==> src/rtl/mem_stage_if.sv <==
`default_nettype none
// ---------------------------------------------------------------------------
// mem_stage_if : data-memory request/response bus between mem_stage and dmem
// Rev 1.0
// ---------------------------------------------------------------------------
interface mem_stage_if #(
    parameter int AWIDTH = 32,
    parameter int DWIDTH = 32
);
    logic              dmem_req;
    logic              dmem_we;
    logic [AWIDTH-1:0] dmem_addr;
    logic [DWIDTH-1:0] dmem_wdata;
    logic [3:0]        dmem_be;
    logic              dmem_ready;
    logic              dmem_rvalid;
    logic [DWIDTH-1:0] dmem_rdata;

    modport master (
        output dmem_req, dmem_we, dmem_addr, dmem_wdata, dmem_be,
        input  dmem_ready, dmem_rvalid, dmem_rdata
    );

    modport slave (
        input  dmem_req, dmem_we, dmem_addr, dmem_wdata, dmem_be,
        output dmem_ready, dmem_rvalid, dmem_rdata
    );
endinterface
`default_nettype wire

==> src/rtl/mem_stage.sv <==
`default_nettype none
// ---------------------------------------------------------------------------
// mem_stage : RV32I memory-access stage; issues loads/stores, extends load
//             data and registers everything writeback consumes.
// Rev 1.0
// ---------------------------------------------------------------------------
module mem_stage #(
    parameter int DWIDTH = 32,
    parameter int AWIDTH = 32
) (
    input  logic              clk,
    input  logic              rst_n,
    input  logic              valid_i,
    input  logic [AWIDTH-1:0] pc_i,
    input  logic [DWIDTH-1:0] alu_res_i,
    input  logic [DWIDTH-1:0] rs2_data_i,
    input  logic              memren_i,
    input  logic              memwren_i,
    input  logic [2:0]        funct3_i,
    input  logic [1:0]        wbsel_i,
    input  logic              brtaken_i,
    input  logic [4:0]        rd_i,
    input  logic              regwren_i,
    output logic              stall_o,
    mem_stage_if.master       dmem,
    output logic              valid_o,
    output logic [AWIDTH-1:0] pc_o,
    output logic [DWIDTH-1:0] alu_res_o,
    output logic [DWIDTH-1:0] memory_data_o,
    output logic [1:0]        wbsel_o,
    output logic              brtaken_o,
    output logic [4:0]        rd_o,
    output logic              regwren_o,
    output logic              misalign_o
);
    typedef enum logic [0:0] {IDLE = 1'b0, WAIT_RSP = 1'b1} state_e;

    state_e            state_q;
    logic              valid_q, brtaken_q, regwren_q, misalign_q;
    logic [AWIDTH-1:0] pc_q;
    logic [DWIDTH-1:0] alu_res_q, memory_data_q;
    logic [1:0]        wbsel_q, ld_off_q;
    logic [4:0]        rd_q;
    logic [2:0]        ld_funct3_q;

    logic [1:0]        off;
    logic              mem_op, is_half, is_word, misalign, req;
    logic [3:0]        be;
    logic [DWIDTH-1:0] wdata;

    // funct3[1:0] encodes size for loads and stores alike: 00 byte, 01 half, else word
    assign off      = alu_res_i[1:0];
    assign mem_op   = memren_i | memwren_i;
    assign is_half  = (funct3_i[1:0] == 2'b01);
    assign is_word  = funct3_i[1];
    assign misalign = mem_op & ((is_half & off[0]) | (is_word & (off != 2'b00)));
    assign req      = (state_q == IDLE) & valid_i & mem_op & ~misalign;

    always_comb begin
        be    = 4'b0000;
        wdata = rs2_data_i;
        case (funct3_i[1:0])
            2'b00:   wdata = {4{rs2_data_i[7:0]}};
            2'b01:   wdata = {2{rs2_data_i[15:0]}};
            default: wdata = rs2_data_i;
        endcase
        if (req) begin
            if (memren_i) begin
                be = 4'b1111;
            end else begin
                case (funct3_i[1:0])
                    2'b00:   be = 4'b0001 << off;
                    2'b01:   be = 4'b0011 << off;
                    default: be = 4'b1111;
                endcase
            end
        end
    end

    assign dmem.dmem_req   = req;
    assign dmem.dmem_we    = req & ~memren_i;
    assign dmem.dmem_addr  = {alu_res_i[AWIDTH-1:2], 2'b00};
    assign dmem.dmem_wdata = wdata;
    assign dmem.dmem_be    = be;

    // A load always stalls its issue cycle; upstream only advances on the rvalid cycle
    always_comb begin
        stall_o = 1'b0;
        case (state_q)
            IDLE:     stall_o = req & (memren_i | ~dmem.dmem_ready);
            WAIT_RSP: stall_o = ~dmem.dmem_rvalid;
            default:  stall_o = 1'b0;
        endcase
    end

    function automatic logic [DWIDTH-1:0] load_extend(input logic [2:0]        f3,
                                                      input logic [1:0]        o,
                                                      input logic [DWIDTH-1:0] w);
        logic [DWIDTH-1:0] sh;
        sh = w >> {o, 3'b000};
        case (f3)
            3'b000:  return {{(DWIDTH-8){sh[7]}}, sh[7:0]};
            3'b100:  return {{(DWIDTH-8){1'b0}}, sh[7:0]};
            3'b001:  return {{(DWIDTH-16){sh[15]}}, sh[15:0]};
            3'b101:  return {{(DWIDTH-16){1'b0}}, sh[15:0]};
            default: return w;
        endcase
    endfunction

    always_ff @(posedge clk or negedge rst_n) begin
        if (!rst_n) begin
            state_q       <= IDLE;
            valid_q       <= 1'b0;
            pc_q          <= '0;
            alu_res_q     <= '0;
            memory_data_q <= '0;
            wbsel_q       <= '0;
            brtaken_q     <= 1'b0;
            rd_q          <= '0;
            regwren_q     <= 1'b0;
            misalign_q    <= 1'b0;
            ld_funct3_q   <= '0;
            ld_off_q      <= '0;
        end else begin
            valid_q <= 1'b0;
            case (state_q)
                IDLE: begin
                    if (valid_i && (!mem_op || misalign || req && dmem.dmem_ready)) begin
                        pc_q          <= pc_i;
                        alu_res_q     <= alu_res_i;
                        memory_data_q <= '0;
                        wbsel_q       <= wbsel_i;
                        brtaken_q     <= brtaken_i;
                        rd_q          <= rd_i;
                        regwren_q     <= regwren_i & ~misalign;
                        misalign_q    <= misalign;
                        ld_funct3_q   <= funct3_i;
                        ld_off_q      <= off;
                        // An accepted load completes only when its response arrives
                        if (req && memren_i) begin
                            state_q <= WAIT_RSP;
                        end else begin
                            valid_q <= 1'b1;
                        end
                    end
                end
                WAIT_RSP: begin
                    if (dmem.dmem_rvalid) begin
                        memory_data_q <= load_extend(ld_funct3_q, ld_off_q, dmem.dmem_rdata);
                        valid_q       <= 1'b1;
                        state_q       <= IDLE;
                    end
                end
                default: state_q <= IDLE;
            endcase
        end
    end

    assign valid_o       = valid_q;
    assign pc_o          = pc_q;
    assign alu_res_o     = alu_res_q;
    assign memory_data_o = memory_data_q;
    assign wbsel_o       = wbsel_q;
    assign brtaken_o     = brtaken_q;
    assign rd_o          = rd_q;
    assign regwren_o     = regwren_q;
    assign misalign_o    = misalign_q;
endmodule
`default_nettype wire
==> src/flat_wrapper.sv <==
// flat-port wrapper written by rule: the top's interface ports become plain ports
module mem_stage_flat 
#(
    parameter int DWIDTH = 32,
    parameter int AWIDTH = 32
)
  (clk, rst_n, valid_i, pc_i, alu_res_i, rs2_data_i, memren_i, memwren_i, funct3_i, wbsel_i, brtaken_i, rd_i, regwren_i, stall_o, valid_o, pc_o, alu_res_o, memory_data_o, wbsel_o, brtaken_o, rd_o, regwren_o, misalign_o, dmem_dmem_req, dmem_dmem_we, dmem_dmem_addr, dmem_dmem_wdata, dmem_dmem_be, dmem_dmem_ready, dmem_dmem_rvalid, dmem_dmem_rdata);
  mem_stage_if #(.AWIDTH(AWIDTH), .DWIDTH(DWIDTH)) dmem_i ();
  input  logic clk;
  input  logic rst_n;
  input  logic valid_i;
  input  logic [AWIDTH-1:0] pc_i;
  input  logic [DWIDTH-1:0] alu_res_i;
  input  logic [DWIDTH-1:0] rs2_data_i;
  input  logic memren_i;
  input  logic memwren_i;
  input  logic [2:0] funct3_i;
  input  logic [1:0] wbsel_i;
  input  logic brtaken_i;
  input  logic [4:0] rd_i;
  input  logic regwren_i;
  output logic stall_o;
  output logic valid_o;
  output logic [AWIDTH-1:0] pc_o;
  output logic [DWIDTH-1:0] alu_res_o;
  output logic [DWIDTH-1:0] memory_data_o;
  output logic [1:0] wbsel_o;
  output logic brtaken_o;
  output logic [4:0] rd_o;
  output logic regwren_o;
  output logic misalign_o;
  output wire logic [$bits(dmem_i.dmem_req)-1:0] dmem_dmem_req;
  output wire logic [$bits(dmem_i.dmem_we)-1:0] dmem_dmem_we;
  output wire logic [$bits(dmem_i.dmem_addr)-1:0] dmem_dmem_addr;
  output wire logic [$bits(dmem_i.dmem_wdata)-1:0] dmem_dmem_wdata;
  output wire logic [$bits(dmem_i.dmem_be)-1:0] dmem_dmem_be;
  input wire logic [$bits(dmem_i.dmem_ready)-1:0] dmem_dmem_ready;
  input wire logic [$bits(dmem_i.dmem_rvalid)-1:0] dmem_dmem_rvalid;
  input wire logic [$bits(dmem_i.dmem_rdata)-1:0] dmem_dmem_rdata;
  assign dmem_dmem_req = dmem_i.dmem_req;
  assign dmem_dmem_we = dmem_i.dmem_we;
  assign dmem_dmem_addr = dmem_i.dmem_addr;
  assign dmem_dmem_wdata = dmem_i.dmem_wdata;
  assign dmem_dmem_be = dmem_i.dmem_be;
  assign dmem_i.dmem_ready = dmem_dmem_ready;
  assign dmem_i.dmem_rvalid = dmem_dmem_rvalid;
  assign dmem_i.dmem_rdata = dmem_dmem_rdata;
  mem_stage #(.DWIDTH(DWIDTH), .AWIDTH(AWIDTH)) u_core (.clk(clk), .rst_n(rst_n), .valid_i(valid_i), .pc_i(pc_i), .alu_res_i(alu_res_i), .rs2_data_i(rs2_data_i), .memren_i(memren_i), .memwren_i(memwren_i), .funct3_i(funct3_i), .wbsel_i(wbsel_i), .brtaken_i(brtaken_i), .rd_i(rd_i), .regwren_i(regwren_i), .stall_o(stall_o), .dmem(dmem_i), .valid_o(valid_o), .pc_o(pc_o), .alu_res_o(alu_res_o), .memory_data_o(memory_data_o), .wbsel_o(wbsel_o), .brtaken_o(brtaken_o), .rd_o(rd_o), .regwren_o(regwren_o), .misalign_o(misalign_o));
endmodule
==> config.mk <==
export PLATFORM = sky130hd
export DESIGN_NAME = mem_stage_flat
export DESIGN_NICKNAME = d
export VERILOG_FILES = /design/src/rtl/mem_stage_if.sv /design/src/rtl/mem_stage.sv /design/src/flat_wrapper.sv
export SDC_FILE = /design/constraint.sdc
export NUM_CORES = 1
export LEC_CHECK = 0
export CAP_MARGIN = 20
export CORE_MARGIN = 10
export CORE_UTILIZATION = 37
export DETAILED_ROUTE_END_ITERATION = 7
export PLACE_DENSITY = 0.83
export SLEW_MARGIN = 5
export SYNTH_ARGS = -nofsm -noshare
export SYNTH_HDL_FRONTEND = slang
export SYNTH_SLANG_ARGS = --single-unit
==> constraint.sdc <==
create_clock -name clk -period 7.41 [get_ports clk]
set_input_delay 2.223 -clock clk [delete_from_list [all_inputs] [get_ports clk]]
set_output_delay 2.223 -clock clk [all_outputs]
set_load 0.005 [all_outputs]
==> flow_metrics.env, run 1 <==
export IMPL_io_pins=325
export IMPL_fillCellCount=1178
export IMPL_p_sw_mw=0.476
export IMPL_irDropWorstVdd_uv=127
export IMPL_hold_depth=1
export IMPL_num_rows=44
export IMPL_hpwl_um=16000
export IMPL_cts_htree_levels=3
export IMPL_regToRegSetupSlack_ns=4.75
export IMPL_ys_top_cells_by_area="dfrtp_1, mux2_2, buf_4"
export IMPL_setup_tns_ns=0
export IMPL_dieArea_um2=20100
export IMPL_multi_input_area_um2=2260
export IMPL_grt_pass1_wl_um=29600
export IMPL_power_density_nw_per_um2=201
export IMPL_fmax_ghz=0.152
export IMPL_fp_dieH_um=142
export IMPL_area_growth_pct=61.2
export IMPL_reg2regPathDepth=4
export IMPL_clockBufferDepth=2
export IMPL_cp_start_kind="input pin"
export IMPL_synthArstFlopShare_pct=100
export IMPL_diodes=0
export IMPL_start_util_pct=37.8
export IMPL_swShare_pct=26.7
export IMPL_wl_met2_um=10100
export IMPL_finalPower_mw=1.78
export IMPL_chipWidth_um=142
export IMPL_seq_power_share_pct=42.2
export IMPL_place_ws_ns=0.830
export IMPL_path_class="in2out"
export IMPL_first_global_vias=5131
export IMPL_gr_total_overflow=0
export IMPL_grt_max_degree=66
export IMPL_synth_seq_cells=111
export IMPL_arrival_ns=4.37
export IMPL_ant_nets=0
export IMPL_drtIter0Drc=250
export IMPL_drv_cap=0
export IMPL_wl_per_cell_um=21.6
export IMPL_finalWorstSetupSlack_ns=0.818
export IMPL_synth_cell_types=41
export IMPL_top_layer="met4"
export IMPL_min_delay_start="u_core.memory_data_o[7]"
export IMPL_dp_cells=888
export IMPL_ctsResizeCount=0
export IMPL_hold_buffers=0
export IMPL_cp_max_fo=25
export IMPL_final_cell_area_um2=8860
export IMPL_yosysTopAreaCell="dfrtp_1"
export IMPL_hold_viol=0
export IMPL_status="completed"
export IMPL_gp_congestion=0.922
export IMPL_wl_um=19500
export IMPL_register_area_um2=2780
export IMPL_synth_edf_count=0
export IMPL_power_frac_clock_pct=27.7
export IMPL_synth_top_area_share_pct=50.5
export IMPL_timing_rr_start="u_core.alu_res_o[1]"
export IMPL_utilization_pct=61.0
export IMPL_rsz0062_at_grt="no"
export IMPL_synthTopCellsByCount="dfrtp_1, mux2_2, buf_4"
export IMPL_viasPerCell=5.16
export IMPL_worstReg2RegEnd="u_core.memory_data_o[18]"
export IMPL_period_needed_ns=6.59
export IMPL_p_int_mw=1.31
export IMPL_worstHoldPathType="reg2reg"
export IMPL_portBuffers=322
export IMPL_drc=0
export IMPL_maxSlewHeadroom_pct=36.2
export IMPL_crit_path_end_kind="primary output"
export IMPL_ys_seq_area_share_pct=50.5
export IMPL_post_route_period_util_pct=89.0
export IMPL_grt_antenna_before_repair=0
export IMPL_syn_cell_area_um2=5500
export IMPL_met1_length_um=7360
export IMPL_yosys_warnings=0
export IMPL_core_um2=14500
export IMPL_final_setup_viol_count=0
export IMPL_track_usage_pct=18.4
export IMPL_slew_violations=0
export IMPL_num_vias=4663
export IMPL_p_comb_share_pct=30.2
export IMPL_routed_wl_met3_um=1730
export IMPL_cts_tree="yes"
export IMPL_cts_buffers=9
export IMPL_hold_end="u_core.memory_data_o[7]"
export IMPL_synth_flop_cell="dfrtp_1"
export IMPL_avgSynthCellArea_um2=12.4
export IMPL_postCtsSetupBuffers=0
export IMPL_clkLatencyLatePin_ns=0.35
export IMPL_worstMarginPinSlew_ns=0.957
export IMPL_root_buffer="clkbuf_16"
export IMPL_holdWs_ns=0.480
export IMPL_clk_pin_slew_ns=0.07
export IMPL_skew_ns=0.0163
export IMPL_placed_area_um2=8560
export IMPL_required_ns=5.19
export IMPL_drive_above_1_share_pct=18.9
export IMPL_first_pass_iters=4
export IMPL_p_leak_nw=3.64
export IMPL_postSynthCellCount=443
export IMPL_stdcell_count=904
export IMPL_final_net_count=862
export IMPL_yosysMostFrequentCell="dfrtp_1"
export IMPL_cts_sinks=111
per-layer routing:
| layer | global-route usage [%] | vias to the layer above |
|---|---|---|
| met3 | 5.81 | 26 |
| met1 | 20.5 | 2280 |
| met5 | 0 | - |
| met2 | 32.8 | 237 |
| met4 | 5.54 | 0 |
| li1 | - | 2120 |
cells by family after synthesis:
group | share of synthesized area [%]
xor+xnor | 0.159
simple gates | 5.42
mux | 23.4
flops | 50.5
other cells | 0.0682
compound gates | 11.8
buf+inv | 8.61
power by group through the flow:
stage / Sequential [mW] / Clock (mW) / Combinational, mW
after floorplan: 0.750 / 0 / 0.204
after global placement: 0.757 / 0 / 0.535
after detailed placement: 0.764 / 0 / 0.545
after CTS: 0.752 / 0.508 / 0.548
after global routing: 0.763 / 0.530 / 0.577
final: 0.751 / 0.493 / 0.537
worst max-delay path, cell delays in order:
cell	delay, ns
clkdlybuf4s50_1	0.56
buf_4	0.29
a21oi_1	0.09
or2_2	0.34
nand3_1	0.24
o21ai_0	0.14
clkdlybuf4s50_1	0.48
cell type report:
class	instances	share of cell area, %
Clock buffer	9	2.54
Tap cell	184	2.60
Multi-Input combinational cell	258	25.5
Inverter	8	0.339
Clock inverter	7	0.904
Sequential cell	111	31.3
Timing Repair Buffer	327	36.8
layout by cell type, fill, tap and decap left out, types with 9 or more instances in the layout:
cell type,n
mux2_2,96
a221o_1,14
dfrtp_1,111
nor2b_1,9
o21ai_0,23
mux2i_1,18
nand2_1,18
a221o_2,10
clkbuf_16,9
clkdlybuf4s50_1,321
how the worst max path moves through the flow:
stage                           start  depth (start not counted)  slack (ns)             endpoint
after floorplan           funct3_i[1]                          3        1.95  dmem_dmem_wdata[10]
after global placement    funct3_i[1]                          7        0.93              stall_o
after detailed placement  funct3_i[1]                          7        0.83              stall_o
after CTS                 funct3_i[1]                          7        0.83              stall_o
after global routing      funct3_i[1]                          7        0.67              stall_o
final                     funct3_i[1]                          7        0.82              stall_o
state kept, by name, indices dropped and copies added, names as in the netlist:
register,count
u_core.misalign_o,1
u_core.wbsel_o,2
u_core.rd_o,5
u_core.brtaken_o,1
u_core.regwren_o,1
u_core.pc_o,32
u_core.valid_o,1
u_core.state_q,1
u_core.memory_data_o,32
u_core.alu_res_o,31
u_core.ld_funct3_q,3
u_core.ld_off_q,1
No activity file was read; power rests on OpenSTA's default activity.
==> run 2, diff against run 1 <==
Settings changed: CTS_BUF_LIST from default to sky130_fd_sc_hd__clkbuf_16.
==> results of run 2 <==
Final layout, timing and power as in run 1 (identical DEF).
==> run 3, diff against run 2 <==
Settings changed: PLACE_DENSITY 0.83 to default, PLACE_DENSITY_LB_ADDON from default to 0.1.
==> run 3 against run 2 <==
  * Power increased by 1.0%
  * Setup slack got worse by 0.048 ns
  * First-iteration DRC count decreased by 7.2%
  * Via count decreased by 1.4%
  * Register-to-register slack got worse by 0.06 ns
  * Clock power increased by 4.3%
  * Clock skew decreased by 0.0065 ns
==> flow_metrics.env, run 3 (same netlist as run 1, synthesis figures left out) <==
export IMPL_maxSlewHeadroom_pct=31.0
export IMPL_crit_start="alu_res_i[0]"
export IMPL_arrival_ns=4.42
export IMPL_wl_um=20000
export IMPL_worstReg2RegEnd="u_core.memory_data_o[27]"
export IMPL_portBuffers=322
export IMPL_hold_buffers=0
export IMPL_cts_tree="yes"
export IMPL_ant_nets=0
export IMPL_cts_htree_levels=3
export IMPL_cp_start_kind="input pin"
export IMPL_regToRegSetupSlack_ns=4.69
export IMPL_num_vias=4596
export IMPL_worstMarginPinSlew_ns=1.03
export IMPL_drv_cap=0
export IMPL_first_global_vias=4977
export IMPL_slew_violations=0
export IMPL_grt_antenna_before_repair=0
export IMPL_hpwl_um=16200
export IMPL_mostFrequentLayoutCell="clkdlybuf4s50_1"
export IMPL_setup_tns_ns=0
export IMPL_clockBufferDepth=2
export IMPL_chipWidth_um=142
export IMPL_fmax_ghz=0.151
export IMPL_reg2regPathDepth=4
export IMPL_clk_pin_slew_ns=0.08
export IMPL_crit_path_end_kind="primary output"
export IMPL_final_cell_area_um2=8880
export IMPL_gp_congestion=0.868
export IMPL_grt_max_degree=64
export IMPL_status="completed"
export IMPL_p_leak_nw=3.66
export IMPL_track_usage_pct=18.8
export IMPL_cp_max_fo=8
export IMPL_postCtsSetupBuffers=0
export IMPL_worstHoldPathType="reg2reg"
export IMPL_wl_per_cell_um=22.1
export IMPL_utilization_pct=61.1
export IMPL_final_cell_mix="clkdlybuf4s50_1, dfrtp_1, mux2_2, o21ai_0"
export IMPL_first_pass_iters=6
export IMPL_drive_above_1_share_pct=19.0
export IMPL_cts_buffers=9
export IMPL_diodes=0
export IMPL_min_delay_start="u_core.memory_data_o[7]"
export IMPL_finalPower_mw=1.80
export IMPL_hold_viol=0
export IMPL_timing_rr_start="u_core.alu_res_o[1]"
export IMPL_io_pins=325
export IMPL_placed_area_um2=8560
export IMPL_num_rows=44
export IMPL_irDropWorstVdd_uv=94.9
export IMPL_dieArea_um2=20100
export IMPL_rsz0062_at_grt="no"
export IMPL_gr_total_overflow=0
export IMPL_hold_end="u_core.memory_data_o[7]"
export IMPL_ctsResizeCount=0
export IMPL_skew_ns=0.00982
export IMPL_drc=0
export IMPL_core_um2=14500
export IMPL_post_route_period_util_pct=89.6
export IMPL_final_setup_viol_count=0
export IMPL_cts_sinks=111
export IMPL_drtIter0Drc=232
export IMPL_power_density_nw_per_um2=203
export IMPL_start_util_pct=37.8
export IMPL_area_growth_pct=61.5
export IMPL_hold_depth=1
export IMPL_viasPerCell=5.08
export IMPL_period_needed_ns=6.64
export IMPL_clkLatencyLatePin_ns=0.35
export IMPL_fp_dieH_um=142
export IMPL_path_class="in2out"
export IMPL_final_net_count=863
export IMPL_root_buffer="clkbuf_16"
export IMPL_required_ns=5.19
export IMPL_grt_pass1_wl_um=29500
==> run 3: changes by cell type in the layout (fill, tap and decap cells not counted) <==
cell        delta
buf_4          +1
clkinv_4       +1
clkinvlp_4     -3
inv_8          +2
==> run 3: final cells by class <==
cell class	count	area (um2)
clock inverter	7	88.8
timing repair buffer	328	3270
sequential	111	2780
multi-input combinational	258	2260
clock buffer	9	225
inverter	8	30.0
fill	1189	5660
tap	184	230
==> run 3: stage by stage <==
stage	worst slack, ns	hold slack [ns]	cells
6_report	0.770	0.488	905
3_5_place_dp	0.734	0.473	889
4_1_cts	0.726	0.491	905
5_1_grt	0.632	0.510	905
3_3_place_gp	0.788	0.469	889
2_1_floorplan	1.95	0.474	444
==> run 3: routing by layer <==
layer  global-route usage, %  routed length, um  vias to the layer above
met4                    5.27                393                        0
met1                    19.3               7420                     2203
met3                    9.65               2400                       16
met5                       0                  0                        -
met2                    32.6               9790                      255
li1                        -                  -                     2122
==> run 3: worst max-delay path: stages <==
cell and delay, ns:
clkdlybuf4s50_1 0.57, nor2_1 0.25, or2_2 0.20, nand3_1 0.34, o21ai_0 0.27, clkdlybuf4s50_1 0.55
==> run 3: where the power goes <==
part           switching (mW)  internal (mW)
Clock                   0.242          0.272
Sequential             0.0605          0.688
Combinational           0.186          0.351
==> run 3: worst max-delay path by stage <==
stage                     slack, ns  cells past startpoint                  end
final                          0.77                      6              stall_o
after floorplan                1.95                      3  dmem_dmem_wdata[10]
after CTS                      0.73                      6              stall_o
after global routing           0.63                      6              stall_o
after detailed placement       0.73                      6              stall_o
after global placement         0.79                      6              stall_o
